<file path="src/rtl/adder_reg64.sv">
// Registered two-operand adder with carry-in and status flags, built from
// carry-select segments. Sum and flags appear one clock after in_valid.
module adder_reg64 #(
    parameter int WIDTH = 64,
    parameter int SEG   = 16
) (
    input  logic             clk,
    input  logic             reset,
    input  logic [WIDTH-1:0] a,
    input  logic [WIDTH-1:0] b,
    input  logic             cin,
    input  logic             in_valid,
    output logic [WIDTH-1:0] out,
    output logic             cout,
    output logic             overflow,
    output logic             zero,
    output logic             negative,
    output logic             out_valid
);

    localparam int NSEG = WIDTH / SEG;

    if ((WIDTH % SEG) != 0 || (WIDTH % 16) != 0 || WIDTH < 16) begin : g_bad_param
        $error("adder_reg64: WIDTH must be a multiple of 16 and of SEG");
    end

    logic [NSEG:0]    carry;
    logic [WIDTH-1:0] sum_c;
    logic             overflow_c;

    assign carry[0] = cin;

    // Each segment computes both candidate sums up front so only a mux sits
    // on the inter-segment carry path.
    for (genvar i = 0; i < NSEG; i++) begin : g_seg
        logic [SEG:0] s0;
        logic [SEG:0] s1;

        assign s0 = {1'b0, a[i*SEG +: SEG]} + {1'b0, b[i*SEG +: SEG]};
        assign s1 = {1'b0, a[i*SEG +: SEG]} + {1'b0, b[i*SEG +: SEG]} + {{SEG{1'b0}}, 1'b1};

        assign sum_c[i*SEG +: SEG] = carry[i] ? s1[SEG-1:0] : s0[SEG-1:0];
        assign carry[i+1]          = carry[i] ? s1[SEG]     : s0[SEG];
    end

    assign overflow_c = (a[WIDTH-1] == b[WIDTH-1]) && (sum_c[WIDTH-1] != a[WIDTH-1]);

    // NOTE: sequential state uses non-blocking assignments so every register
    // samples the pre-edge values; blocking here would create order-dependent races.
    always_ff @(posedge clk or posedge reset) begin
        if (reset) begin
            out       <= '0;
            cout      <= 1'b0;
            overflow  <= 1'b0;
            zero      <= 1'b0;
            negative  <= 1'b0;
            out_valid <= 1'b0;
        end else begin
            out_valid <= in_valid;
            // Result and flags load together so they always describe one sum;
            // operands are ignored entirely when in_valid is low.
            if (in_valid) begin
                out      <= sum_c;
                cout     <= carry[NSEG];
                overflow <= overflow_c;
                zero     <= (sum_c == '0);
                negative <= sum_c[WIDTH-1];
            end
        end
    end

endmodule

</file>
<file path="config.mk">
export PLATFORM = sky130hd
export DESIGN_NAME = adder_reg64
export DESIGN_NICKNAME = d
export VERILOG_FILES = /design/src/rtl/adder_reg64.sv
export SDC_FILE = /design/constraint.sdc
export NUM_CORES = 1
export LEC_CHECK = 0
export CORE_ASPECT_RATIO = 1.2
export CORE_MARGIN = 8
export CORE_UTILIZATION = 50
export DETAILED_ROUTE_END_ITERATION = 8
export PLACE_DENSITY_LB_ADDON = 0.05
export REMOVE_ABC_BUFFERS = 1
export SYNTH_ARGS = -nofsm -noshare
export SYNTH_HDL_FRONTEND = slang
export SYNTH_SLANG_ARGS = --single-unit
</file>
<file path="constraint.sdc">
create_clock -name clk -period 2.7 [get_ports clk]
set_clock_uncertainty 0.1 [all_clocks]
set_input_delay 0.27 -clock clk [delete_from_list [all_inputs] [get_ports clk]]
set_output_delay 0.27 -clock clk [all_outputs]
set_load 0.01 [all_outputs]
</file>
==> results.py, run 1 <==
metrics = {
    "status": {
        "outcome": "stopped before the end",
        "lastStage": "5_1_grt",
        "firstError": "[ERROR DPL-0038] Utilization greater than 100%, impossible to legalize",
    },
    "clock_network": {
        "cts_max_level": 3,
        "cts_sinks": 68,
        "cts-root-buf": "clkbuf_16",
        "cts_buffers": 9,
        "clockBufferDepth": 2,
        "hold_buffers": 0,
    },
    "synthesis": {
        "yosys_warnings": 0,
        "synth_cells": 890,
        "synth_cell_type_count": 72,
        "synth_edf_count": 0,
        "synth_seq_cells": 68,
        "async_reset_ff_frac": 1.00,
        "ys.flop_type": "dfrtp_1",
        "syn_avg_cell_area_um2": 8.26,
        "netlist_area_um2": 7360,
        "seq_area_frac_synth": 0.231,
    },
    "floorplan": {
        "ios": 201,
        "initial_core_util": 0.510,
        "die_h_um": 149,
        "rows": 48,
        "die_w_um": 127,
    },
    "placement": {
        "hpwl_mm": 19.3,
        "io_buffers": 200,
        "gp_congestion": 0.877,
    },
    "global_route": {
        "grt_start_max_net_pins": 81,
    },
    "sta": {
        "timing.worst_endpoint.kind": "register data pin",
        "postGrtWorstEndpoint": "zero$_DFFE_PP0P_/D",
    },
}
[logic make-up after synthesis]
group,after synthesis,share of synthesized area
flip-flops,68,0.231
multiplexers,23,0.0337
adder cells (fa/ha/maj),72,0.127
AND/OR/NAND/NOR,322,0.228
XOR/XNOR,121,0.147
AO/OA/AOI/OAI,229,0.204
buffers and inverters,55,0.0304
[timing repair]
item	in CTS
setup endpoints to repair	56
pin swaps	129
resized for setup	385
gates cloned	2
buffers inserted	95
[through the flow]
| step | utilization | area (µm²) | instances | hold WS [ns] | setup slack (ns) |
|---|---|---|---|---|---|
| after CTS | 0.954 | 13700 | 1612 | 0.262 | -1.55 |
| after detailed placement | 0.804 | 11600 | 1521 | 0.395 | -2.54 |
| after global placement | 0.804 | 11600 | 1521 | 0.389 | -2.43 |
| after floorplan | - | 7250 | 867 | 0.201 | -2.58 |
[synthesized netlist by cell type (4+ instances only)]
master | instances | area (µm²)
a21oi_1 | 95 | 475
nor2_1 | 95 | 357
xnor2_1 | 74 | 648
dfrtp_1 | 68 | 1700
ha_1 | 68 | 851
nand2_1 | 61 | 229
xor2_1 | 46 | 403
inv_1 | 32 | 120
o21ai_0 | 30 | 150
nand3_1 | 26 | 130
nand4_1 | 21 | 131
and3_1 | 20 | 125
nor3_1 | 18 | 90.1
clkbuf_1 | 17 | 63.8
mux2_2 | 14 | 158
nand2b_1 | 13 | 81.3
o211ai_1 | 11 | 82.6
a21o_1 | 10 | 75.1
and2_1 | 10 | 62.6
nor4_1 | 10 | 62.6
mux2i_1 | 9 | 90.1
a211oi_1 | 8 | 60.1
a31oi_1 | 7 | 43.8
and4_1 | 7 | 61.3
o21ai_1 | 7 | 35.0
or3_1 | 7 | 43.8
nor2b_1 | 6 | 37.5
a211o_1 | 5 | 43.8
a21oi_2 | 5 | 43.8
nor4b_1 | 5 | 43.8
o21a_1 | 5 | 37.5
or2_2 | 5 | 31.3
a21boi_0 | 4 | 30.0
buf_4 | 4 | 30.0
fa_1 | 4 | 80.1
nand4b_1 | 4 | 35.0
nor3b_1 | 4 | 30.0
o21bai_1 | 4 | 30.0
==> inputs of run 2 (changes only) <==
--- a/config.mk
+++ b/config.mk
@@ -5,11 +5,10 @@
 export SDC_FILE = /design/constraint.sdc
 export NUM_CORES = 1
 export LEC_CHECK = 0
-export CORE_ASPECT_RATIO = 1.2
 export CORE_MARGIN = 8
-export CORE_UTILIZATION = 50
+export CORE_UTILIZATION = 40
 export DETAILED_ROUTE_END_ITERATION = 8
-export PLACE_DENSITY_LB_ADDON = 0.05
+export PLACE_DENSITY_LB_ADDON = 0.15
 export REMOVE_ABC_BUFFERS = 1
 export SYNTH_ARGS = -nofsm -noshare
 export SYNTH_HDL_FRONTEND = slang
==> run 2 against run 1 <==
- synthesized area did not move
- the flow now finishes, with violations (setup timing)
- synthesized cell count did not move
==> results.py, run 2 <==
metrics = {
    "global_route": {
        "grt_pass1_wl_mm": 42.2,
        "gr-usage-all-layers": 0.226,
        "antenna_found_initial": 1,
        "grt_overflow": 0,
        "grt_pass1_vias": 8871,
        "grt_start_max_net_pins": 70,
    },
    "power_and_ir_drop": {
        "p_leak_nw": 6.41,
        "pwr-share-clk": 0.166,
        "internal_power_w": 0.00413,
        "combPwrFrac": 0.628,
        "peakVddDrop_mv": 0.351,
        "switching_share": 0.378,
        "switchingPower_w": 0.00251,
        "p_seq_frac": 0.206,
        "total_power_w": 0.00664,
        "power.density_nw_per_um2": 458,
    },
    "clock_network": {
        "cts_buffers": 9,
        "clkTransAtPathRegs_ns": 0.06,
        "cts-root-buf": "clkbuf_16",
        "clk_latency_ns": 0.35,
        "cts_max_level": 3,
        "clockBufferDepth": 2,
        "cts_sinks": 68,
        "cts_tree": "done",
    },
    "floorplan": {
        "die_area_um2": 23000,
        "initial_core_util": 0.408,
        "ios": 201,
        "die_h_um": 152,
        "rows": 49,
        "die_w_um": 152,
        "core-area_um2": 18000,
    },
    "sta": {
        "fin_ws_ns": -1.87,
        "slew_headroom": 0.421,
        "hold_violations": 0,
        "setup_viol": 52,
        "finalSetupTns_ns": -54.61,
        "worstMarginPinSlew_ns": 0.868,
        "max_freq_ghz": 0.219,
        "final.period_utilization": 1.69,
        "fin_crit_ns": 4.57,
        "report.final.slew_viol_count": 0,
        "rsz0062_at_grt": "true",
    },
    "finish": {
        "largest_register_ff_count": 63,
        "layout_common_cells": "311 x buf_4, 149 x clkdlybuf4s50_1, 89 x nor2_1, 68 x buf_6, 68 x dfrtp_1",
        "layout-drive-gt1-share": 0.444,
        "multi_input_area_um2": 7070,
        "final_common_cell": "buf_4",
        "seqCellArea_um2": 1700,
        "post_layout_nonfiller_instances": 1685,
        "max_flop_register": "out",
        "final.fill_count": 1131,
        "syn_to_final_growth_pct": 97.0,
        "nets": 1656,
        "num_antenna_cells": 0,
    },
    "status": {
        "outcome": "complete, but fails checks",
        "violations": "setup timing",
    },
    "routing": {
        "route.vias.total": 9105,
        "drc": 0,
        "antenna_left": 0,
        "wl_per_cell_um": 18.2,
        "wl_mm": 30.6,
        "dr.first_iter.drc_count": 514,
        "dr.pass1.iters": 5,
        "vias_per_cell": 5.40,
    },
    "worst_setup_path": {
        "reg2reg_slack_ns": 1.80,
        "critical_path_class": "in -> reg",
        "cp-start-kind": "primary input",
        "crit_path_max_fanout": 4,
        "rr_endpoint": "out[40]",
        "cp.arrival_ns": 4.73,
        "reg2reg_from": "out[40]",
        "worstSetupEndpointType": "flop",
        "worstPathRequired_ns": 2.86,
        "reg2reg_depth": 1,
    },
    "flow_run": {
        "cap_violations": 0,
    },
    "synthesis": {
        "synth_seq_cells": 68,
        "synth_cells": 890,
        "async_reset_ff_frac": 1.00,
        "syn_avg_cell_area_um2": 8.26,
        "synth_area_leaders": "dfrtp_1 23%, ha_1 12%, xnor2_1 8.8%",
        "yosysTopAreaCellShare": 0.231,
        "yosys_warnings": 0,
        "synth_commonest_cells": "95 x a21oi_1, 95 x nor2_1, 74 x xnor2_1, 68 x dfrtp_1, 68 x ha_1",
        "seq_area_frac_synth": 0.231,
        "synth_cell_type_count": 72,
        "synth_top_area_cell": "dfrtp_1",
        "synth_edf_count": 0,
        "netlist_area_um2": 7360,
        "ys.flop_type": "dfrtp_1",
    },
    "placement": {
        "io_buffers": 200,
        "dp_slack_ns": -2.60,
        "gp_congestion": 0.902,
        "hpwl_mm": 20.1,
        "dp_cells": 1590,
    },
    "worst_hold_path": {
        "hp-class": "in -> async",
    },
}
[run 2: cell counts after synthesis]
Identical to the previous run, type by type.
[run 2: worst max-delay path, cell delays in order]
cell             delay, ns
clkdlybuf4s15_1       0.22
ha_4                  0.30
o211ai_1              0.13
buf_4                 0.19
o211ai_2              0.19
buf_4                 0.15
a211oi_2              0.07
nand4b_1              0.23
buf_4                 0.18
nor4b_2               0.22
buf_4                 0.18
a21boi_4              0.19
o2111ai_4             0.14
o41ai_4               0.07
buf_4                 0.21
mux2i_2               0.25
buf_4                 0.17
xor2_4                0.21
buf_4                 0.15
mux2i_1               0.23
nand4b_1              0.12
or4_4                 0.49
o32ai_2               0.19
[run 2: final cells by class]
| cell class | instances | area share |
|---|---|---|
| multi-input cells | 767 | 0.488 |
| inverters | 32 | 0.00829 |
| clock buffers | 9 | 0.0155 |
| repair buffers | 574 | 0.348 |
| well taps | 229 | 0.0198 |
| clock inverters | 6 | 0.00294 |
| flip-flops and latches | 68 | 0.117 |
[run 2: worst max-delay path by stage]
stage / from / to / slack, ns / depth (start not counted)
6_report: a[19] / zero / -1.87 / 23
5_1_grt: a[19] / zero / -2.05 / 23
4_1_cts: a[9] / zero / -1.69 / 18
3_5_place_dp: a[0] / zero / -2.60 / 18
3_3_place_gp: a[16] / zero / -2.50 / 23
2_1_floorplan: a[16] / zero / -2.58 / 15
[run 2: cell families (layout without fill, tap and decap cells)]
logic type	Yosys count	after routing	synth area share
XOR/XNOR	121	121	0.147
multiplexers	23	23	0.0337
AO/OA/AOI/OAI	229	229	0.204
adder cells (fa/ha/maj)	72	72	0.127
buffers and inverters	55	621	0.0304
AND/OR/NAND/NOR	322	322	0.228
flip-flops	68	68	0.231
[run 2: power groups by stage]
stage	logic [W]	registers, W	clock network, W
2_1_floorplan	0.00136	0.00147	0
3_3_place_gp	0.00323	0.00137	0
3_5_place_dp	0.00327	0.00138	0
4_1_cts	0.00354	0.00136	0.00112
5_1_grt	0.00444	0.00139	0.00117
6_report	0.00417	0.00137	0.00110
[run 2: layer usage]
metal	wire (µm)	part of all wire	track usage	vias to the layer above
li1	-	-	-	4371
met1	12400	0.41	0.272	4395
met2	15500	0.51	0.405	278
met3	1960	0.064	0.0475	59
met4	707	0.023	0.0519	2
met5	13	0.00042	0	-
[run 2: what timing repair did]
| action | CTS | global route |
|---|---|---|
| hold buffers | 0 | 0 |
| buffers inserted | 32 | 62 |
| gates cloned | 1 | 1 |
| endpoints found under the setup margin | 56 | 54 |
| gates resized for setup | 148 | 318 |
| pin swaps | 77 | 166 |
[run 2: through the flow]
stage	hold slack, ns	instance area [µm²]	util
after floorplan	0.201	7250	-
after global placement	0.391	11800	0.653
after detailed placement	0.400	11800	0.653
after CTS	0.179	12900	0.715
after global routing	0.207	14500	0.804
final	0.167	14500	0.804
No activity file was read; power rests on OpenSTA's default activity.
